--- src/rtl/io_hex_if.sv ---
// CPU-side write port of the hex display: strobe, data word, mode select and status.
// The CPU drives through master; the display consumes through slave.
interface io_hex_if #(
    parameter int NBITS = 32
);
    logic             io_we;
    logic [NBITS-1:0] io_wdata;
    logic             mode_dec;
    logic             busy;
    logic             ovf;

    modport master (
        output io_we,
        output io_wdata,
        output mode_dec,
        input  busy,
        input  ovf
    );

    modport slave (
        input  io_we,
        input  io_wdata,
        input  mode_dec,
        output busy,
        output ovf
    );
endinterface : io_hex_if

--- src/rtl/io_hex_display.sv ---
// Captures CPU display writes and drives eight active-low seven-segment digits,
// either as raw hex or as decimal via a 1-bit-per-cycle double-dabble converter.
module io_hex_display #(
    parameter bit BLANK_LEADING = 1'b1,
    parameter int NBITS         = 32
) (
    input  logic       clk,
    input  logic       rst_n,
    io_hex_if.slave    bus,
    output logic [6:0] HEX0,
    output logic [6:0] HEX1,
    output logic [6:0] HEX2,
    output logic [6:0] HEX3,
    output logic [6:0] HEX4,
    output logic [6:0] HEX5,
    output logic [6:0] HEX6,
    output logic [6:0] HEX7
);

    localparam int         BCD_DIGITS = 10;
    localparam int         BCD_W      = 4 * BCD_DIGITS;
    localparam logic [5:0] CNT_LAST   = 6'(NBITS - 1);
    localparam logic [6:0] SEG_OFF    = 7'h7F;

    typedef enum logic [1:0] {
        IDLE,
        SHIFT,
        DISP
    } state_t;

    function automatic logic [6:0] seg7(input logic [3:0] d);
        logic [6:0] s;
        unique case (d)
            4'h0: s = 7'h40;
            4'h1: s = 7'h79;
            4'h2: s = 7'h24;
            4'h3: s = 7'h30;
            4'h4: s = 7'h19;
            4'h5: s = 7'h12;
            4'h6: s = 7'h02;
            4'h7: s = 7'h78;
            4'h8: s = 7'h00;
            4'h9: s = 7'h10;
            4'hA: s = 7'h08;
            4'hB: s = 7'h03;
            4'hC: s = 7'h46;
            4'hD: s = 7'h21;
            4'hE: s = 7'h06;
            default: s = 7'h0E;
        endcase
        return s;
    endfunction

    // Double-dabble correction: any digit >= 5 would overflow past 9 after the shift.
    function automatic logic [BCD_W-1:0] bcd_adjust(input logic [BCD_W-1:0] b);
        logic [BCD_W-1:0] r;
        r = b;
        for (int i = 0; i < BCD_DIGITS; i++) begin
            if (b[4*i +: 4] >= 4'd5) r[4*i +: 4] = b[4*i +: 4] + 4'd3;
        end
        return r;
    endfunction

    state_t           state_q, state_d;
    logic [NBITS-1:0] shreg_q;
    logic [BCD_W-1:0] bcd_q;
    logic [BCD_W-1:0] bcd_adj;
    logic [5:0]       cnt_q;
    logic             cur_dec_q;
    logic             pend_valid_q;
    logic [NBITS-1:0] pend_word_q;
    logic             pend_dec_q;
    logic [6:0]       hex_q [8];
    logic             ovf_q;

    logic             load;
    logic [NBITS-1:0] load_word;
    logic             load_dec;
    logic             pend_set;
    logic             pend_clr;
    logic             shift_en;
    logic             disp_en;

    logic [6:0]       seg_d [8];
    logic             ovf_d;
    logic [2:0]       msd;
    logic [31:0]      hex_word;

    // NOTE: every signal written in an always_comb gets a default first, so no path leaves it unassigned and no latch is inferred.
    always_comb begin
        state_d   = state_q;
        load      = 1'b0;
        load_word = bus.io_wdata;
        load_dec  = bus.mode_dec;
        pend_set  = 1'b0;
        pend_clr  = 1'b0;
        shift_en  = 1'b0;
        disp_en   = 1'b0;

        unique case (state_q)
            IDLE: begin
                load = bus.io_we;
            end
            SHIFT: begin
                shift_en = 1'b1;
                pend_set = bus.io_we;
                if (cnt_q == CNT_LAST) state_d = DISP;
            end
            DISP: begin
                disp_en = 1'b1;
                state_d = IDLE;
                if (pend_valid_q) begin
                    // Launch the parked word; a write landing now takes its slot.
                    load      = 1'b1;
                    load_word = pend_word_q;
                    load_dec  = pend_dec_q;
                    pend_clr  = 1'b1;
                    pend_set  = bus.io_we;
                end else begin
                    load = bus.io_we;
                end
            end
            default: state_d = IDLE;
        endcase

        if (load) state_d = load_dec ? SHIFT : DISP;
    end

    assign bcd_adj  = bcd_adjust(bcd_q);
    assign hex_word = 32'(shreg_q);

    // Segment images for the word that has just finished; latched only in DISP.
    always_comb begin
        ovf_d = 1'b0;
        msd   = 3'd0;
        for (int i = 0; i < 8; i++) seg_d[i] = SEG_OFF;

        if (cur_dec_q) begin
            ovf_d = |bcd_q[BCD_W-1:32];
            for (int i = 1; i < 8; i++) begin
                if (bcd_q[4*i +: 4] != 4'd0) msd = 3'(i);
            end
            for (int i = 0; i < 8; i++) begin
                if (BLANK_LEADING && !ovf_d && (3'(i) > msd)) seg_d[i] = SEG_OFF;
                else                                          seg_d[i] = seg7(bcd_q[4*i +: 4]);
            end
        end else begin
            for (int i = 0; i < 8; i++) seg_d[i] = seg7(hex_word[4*i +: 4]);
        end
    end

    // NOTE: sequential state uses non-blocking assignments so every register samples pre-edge values.
    always_ff @(posedge clk or negedge rst_n) begin
        if (!rst_n) begin
            state_q      <= IDLE;
            shreg_q      <= '0;
            bcd_q        <= '0;
            cnt_q        <= '0;
            cur_dec_q    <= 1'b0;
            pend_valid_q <= 1'b0;
            pend_word_q  <= '0;
            pend_dec_q   <= 1'b0;
            ovf_q        <= 1'b0;
            for (int i = 0; i < 8; i++) hex_q[i] <= SEG_OFF;
        end else begin
            state_q <= state_d;

            if (load) begin
                shreg_q   <= load_word;
                bcd_q     <= '0;
                cnt_q     <= '0;
                cur_dec_q <= load_dec;
            end else if (shift_en) begin
                bcd_q   <= {bcd_adj[BCD_W-2:0], shreg_q[NBITS-1]};
                shreg_q <= {shreg_q[NBITS-2:0], 1'b0};
                if (cnt_q != 6'h3F) cnt_q <= cnt_q + 6'd1;
            end

            if (pend_set) begin
                pend_valid_q <= 1'b1;
                pend_word_q  <= bus.io_wdata;
                pend_dec_q   <= bus.mode_dec;
            end else if (pend_clr) begin
                pend_valid_q <= 1'b0;
            end

            if (disp_en) begin
                hex_q <= seg_d;
                ovf_q <= ovf_d;
            end
        end
    end

    assign bus.busy = (state_q != IDLE);
    assign bus.ovf  = ovf_q;

    assign HEX0 = hex_q[0];
    assign HEX1 = hex_q[1];
    assign HEX2 = hex_q[2];
    assign HEX3 = hex_q[3];
    assign HEX4 = hex_q[4];
    assign HEX5 = hex_q[5];
    assign HEX6 = hex_q[6];
    assign HEX7 = hex_q[7];

endmodule : io_hex_display

--- src/flat_wrapper.sv ---
// flat-port wrapper written by rule: the top's interface ports become plain ports
module io_hex_display_flat 
#(
    parameter bit BLANK_LEADING = 1'b1,
    parameter int NBITS         = 32
)
  (clk, rst_n, HEX0, HEX1, HEX2, HEX3, HEX4, HEX5, HEX6, HEX7, bus_io_we, bus_io_wdata, bus_mode_dec, bus_busy, bus_ovf);
  io_hex_if #(.NBITS(NBITS)) bus_i ();
  input  logic clk;
  input  logic rst_n;
  output logic [6:0] HEX0;
  output logic [6:0] HEX1;
  output logic [6:0] HEX2;
  output logic [6:0] HEX3;
  output logic [6:0] HEX4;
  output logic [6:0] HEX5;
  output logic [6:0] HEX6;
  output logic [6:0] HEX7;
  input wire logic [$bits(bus_i.io_we)-1:0] bus_io_we;
  input wire logic [$bits(bus_i.io_wdata)-1:0] bus_io_wdata;
  input wire logic [$bits(bus_i.mode_dec)-1:0] bus_mode_dec;
  output wire logic [$bits(bus_i.busy)-1:0] bus_busy;
  output wire logic [$bits(bus_i.ovf)-1:0] bus_ovf;
  assign bus_i.io_we = bus_io_we;
  assign bus_i.io_wdata = bus_io_wdata;
  assign bus_i.mode_dec = bus_mode_dec;
  assign bus_busy = bus_i.busy;
  assign bus_ovf = bus_i.ovf;
  io_hex_display #(.BLANK_LEADING(BLANK_LEADING), .NBITS(NBITS)) u_core (.clk(clk), .rst_n(rst_n), .bus(bus_i), .HEX0(HEX0), .HEX1(HEX1), .HEX2(HEX2), .HEX3(HEX3), .HEX4(HEX4), .HEX5(HEX5), .HEX6(HEX6), .HEX7(HEX7));
endmodule
--- config.mk ---
export PLATFORM = sky130hd
export DESIGN_NAME = io_hex_display_flat
export DESIGN_NICKNAME = d
export VERILOG_FILES = /design/src/rtl/io_hex_if.sv /design/src/rtl/io_hex_display.sv /design/src/flat_wrapper.sv
export SDC_FILE = /design/constraint.sdc
export NUM_CORES = 1
export LEC_CHECK = 0
export ABC_AREA = 1
export BUFFER_PORTS_ARGS = -buffer_cell sky130_fd_sc_hd__buf_2
export CORE_MARGIN = 2
export CORE_UTILIZATION = 61
export CTS_CLUSTER_DIAMETER = 40
export DETAILED_ROUTE_END_ITERATION = 16
export PLACE_DENSITY = 0.83
export SLEW_MARGIN = 0
export SYNTH_ARGS = -nofsm -noshare
export SYNTH_HDL_FRONTEND = slang
export SYNTH_SLANG_ARGS = --single-unit
--- constraint.sdc ---
create_clock -name clk -period 2.45 [get_ports clk]
set_input_delay 0.49 -clock clk [delete_from_list [all_inputs] [get_ports clk]]
set_output_delay 0.49 -clock clk [all_outputs]
set_load 0.02 [all_outputs]
==> flow_summary.ini <==
[sta]
final_max_slew_viol_count = 0
finalSetupTns_ns = 0
min_period_ns = 2.27
final-setup-viol-count = 0
rsz0062_at_grt = no
relSlewSlack_pct = 34.6
worst_pin_slew_ns = 0.970
fmax_mhz = 441
fin_crit_sh_pct = 92.5
setup_ws_ns = 0.184
finalHoldViolations = 0
clock_skew_ns = 0.0119

[routing]
wl_um = 31600
first_iter_violations = 1350
vias_per_cell = 5.97
wl_per_cell_um = 16.9
drc = 0
detail-route-antenna-nets = 0
dr.pass1.iters = 9
dr_total_vias = 11100

[setup_path]
timing_worst_setup_path_type = reg2reg
crit_chain = inv_1 -> ha_1 -> nand2_1 -> inv_1 -> nand2_1 -> nor2_2 -> nand2_1 -> nor2_1 -> o21ai_0 -> nand2_1
max_stage_delay_ns = 0.45
slowest_stage = dfrtp_1
path_common_cell = nand2_1
worstPathRequired_ns = 2.84
critPathLaunchType = flop
cp.arrival_ns = 2.66
crit_path_max_fanout = 7
cp-end-kind = flop

[clock_network]
clk_latency_ns = 0.45
clkSinkCount = 172
clk_path_buf_depth = 2
postCtsResizedCells = 0
cts_setup_buffers = 0
clockRootBuffer = clkbuf_16
cts_tree = yes
clk_pin_slew_worst_paths_ns = 0.08
cts_hold_buffers = 0
cts-buffers-inserted = 17
h-tree-depth = 4

[power]
power.density_mw_per_mm2 = 1140
ir_worst_vdd_mv = 0.645
p_leak_nw = 6.25
power_mw = 14.9

[logic_synthesis]
async_flop_share_pct = 100
synth_edf_count = 0
synth-seq-cells = 172
synth_area_leader_cell = dfrtp_1
synth_top_area_share_pct = 24.6
synth_area_mm2 = 0.0118
ys_types = 50
yosys_warnings = 0
synthCells = 1532
synth_nets = 1673
ys.flop_type = dfrtp_1
yosys-top-cells-area = dfrtp_1 (25%), dfstp_2 (12%), ha_1 (11%)
ys_seq_area_share_pct = 37.1
avgSynthCellArea_um2 = 7.70

[layout]
diodes = 0
fillCellCount = 1550
regMostFlops = u_core.bcd_q
final_cell_mix = nand2_1 (342), o21ai_0 (182), inv_1 (166)
layout-drive-gt1-share_pct = 14.5
largest_reg_flops = 40
area_growth_pct = 11.0
final_common_cell = nand2_1
nets = 1736

[placement]
place_ws_ns = 0.274
finalWeightedCongestion = 0.945
portBuffers = 93
hpwl_um = 22500

[floorplanning]
core_mm2 = 0.0188
die_h_um = 143
io_pins = 94
dieArea_mm2 = 0.0205
die_w_um = 143
start_util_pct = 62.7
rows = 50

[outcome]
status = completed

[job]
max_cap_violations = 0

[grt]
grt_pass1_vias = 10400
track_usage_pct = 32.1
grt_first_pass_wirelength_um = 52200
grt_start_max_net_pins = 63
grt_overflow = 0
antenna_found_initial = 0

[hold_path]
worstHoldPathType = in2async
## stage by stage
| step | cell area, µm² | util (%) | instances | hold slack [ns] |
|---|---|---|---|---|
| 6_report | 13100 | 69.6 | 1868 | 0.0291 |
| 2_1_floorplan | 11800 | - | 1532 | 0.194 |
| 5_1_grt | 13100 | 69.6 | 1868 | 0.0671 |
| 3_3_place_gp | 12500 | 66.4 | 1836 | 0.453 |
| 4_1_cts | 13100 | 69.6 | 1868 | 0.0462 |
| 3_5_place_dp | 12500 | 66.4 | 1836 | 0.454 |
## cell type report
class                           instances  area [µm²]  area share, %
Clock buffer                           18         429           3.28
Clock inverter                         14         173           1.32
Inverter                              175         657           5.01
Multi-Input combinational cell       1109        6410           48.9
Sequential cell                       172        4370           33.4
Tap cell                              260         325           2.48
Timing Repair Buffer                  120         737           5.62
## report_power, final
group / leakage, nW / internal (mW) / switching (mW)
Sequential: 2.09 / 4.27 / 1.04
Clock: 0.293 / 1.39 / 1.37
Combinational: 3.87 / 2.31 / 4.51
## critical path: cells and delay by family (launching register included)
kind | cells | cell delay [ns]
AND/OR/NAND/NOR | 6 | 0.96
AO/OA/AOI/OAI | 1 | 0.16
buffers and inverters | 2 | 0.37
flip-flops | 1 | 0.45
adder cells (fa/ha/maj) | 1 | 0.28
## worst paths after layout
kind	startpoint	to	slack, ns	cells after the start
worst max register to register	u_core.bcd_q[28]	u_core.HEX2[5]	0.18	10
worst max-delay path	u_core.bcd_q[28]	u_core.HEX2[5]	0.18	10
min in group clk	bus_io_wdata[30]	u_core.pend_word_q[30]	0.30	3
max in group asynchronous	rst_n	u_core.HEX0[1]	1.69	2
worst min-delay path	rst_n	u_core.bcd_q[28]	0.03	1
worst min register to register	u_core.HEX5[1]	u_core.HEX5[1]	0.46	2
## synth_stat cells (all sizes together) (32+ instances only)
| master | count |
|---|---|
| o21ai | 190 |
| clkbuf | 44 |
| dfstp | 56 |
| ha | 105 |
| nand3 | 72 |
| o221ai | 35 |
| a21oi | 111 |
| nor2 | 78 |
| inv | 170 |
| dfrtp | 116 |
| nand2 | 348 |
| o211ai | 61 |
| buf | 32 |
## kinds of logic after synthesis
logic type | Yosys count | share of synthesized area [%]
AND/OR/NAND/NOR | 526 | 18.6
AO/OA/AOI/OAI | 476 | 24.3
buffers and inverters | 251 | 8.72
flip-flops | 172 | 37.1
adder cells (fa/ha/maj) | 105 | 11.1
XOR/XNOR | 2 | 0.148
## metal layers
layer	track usage [%]	share of wire, %
met5	0	0
met4	12.1	2.9
met3	5.73	7.5
met2	48.2	44
met1	46.2	45
Power figures use the tool's default switching activity.
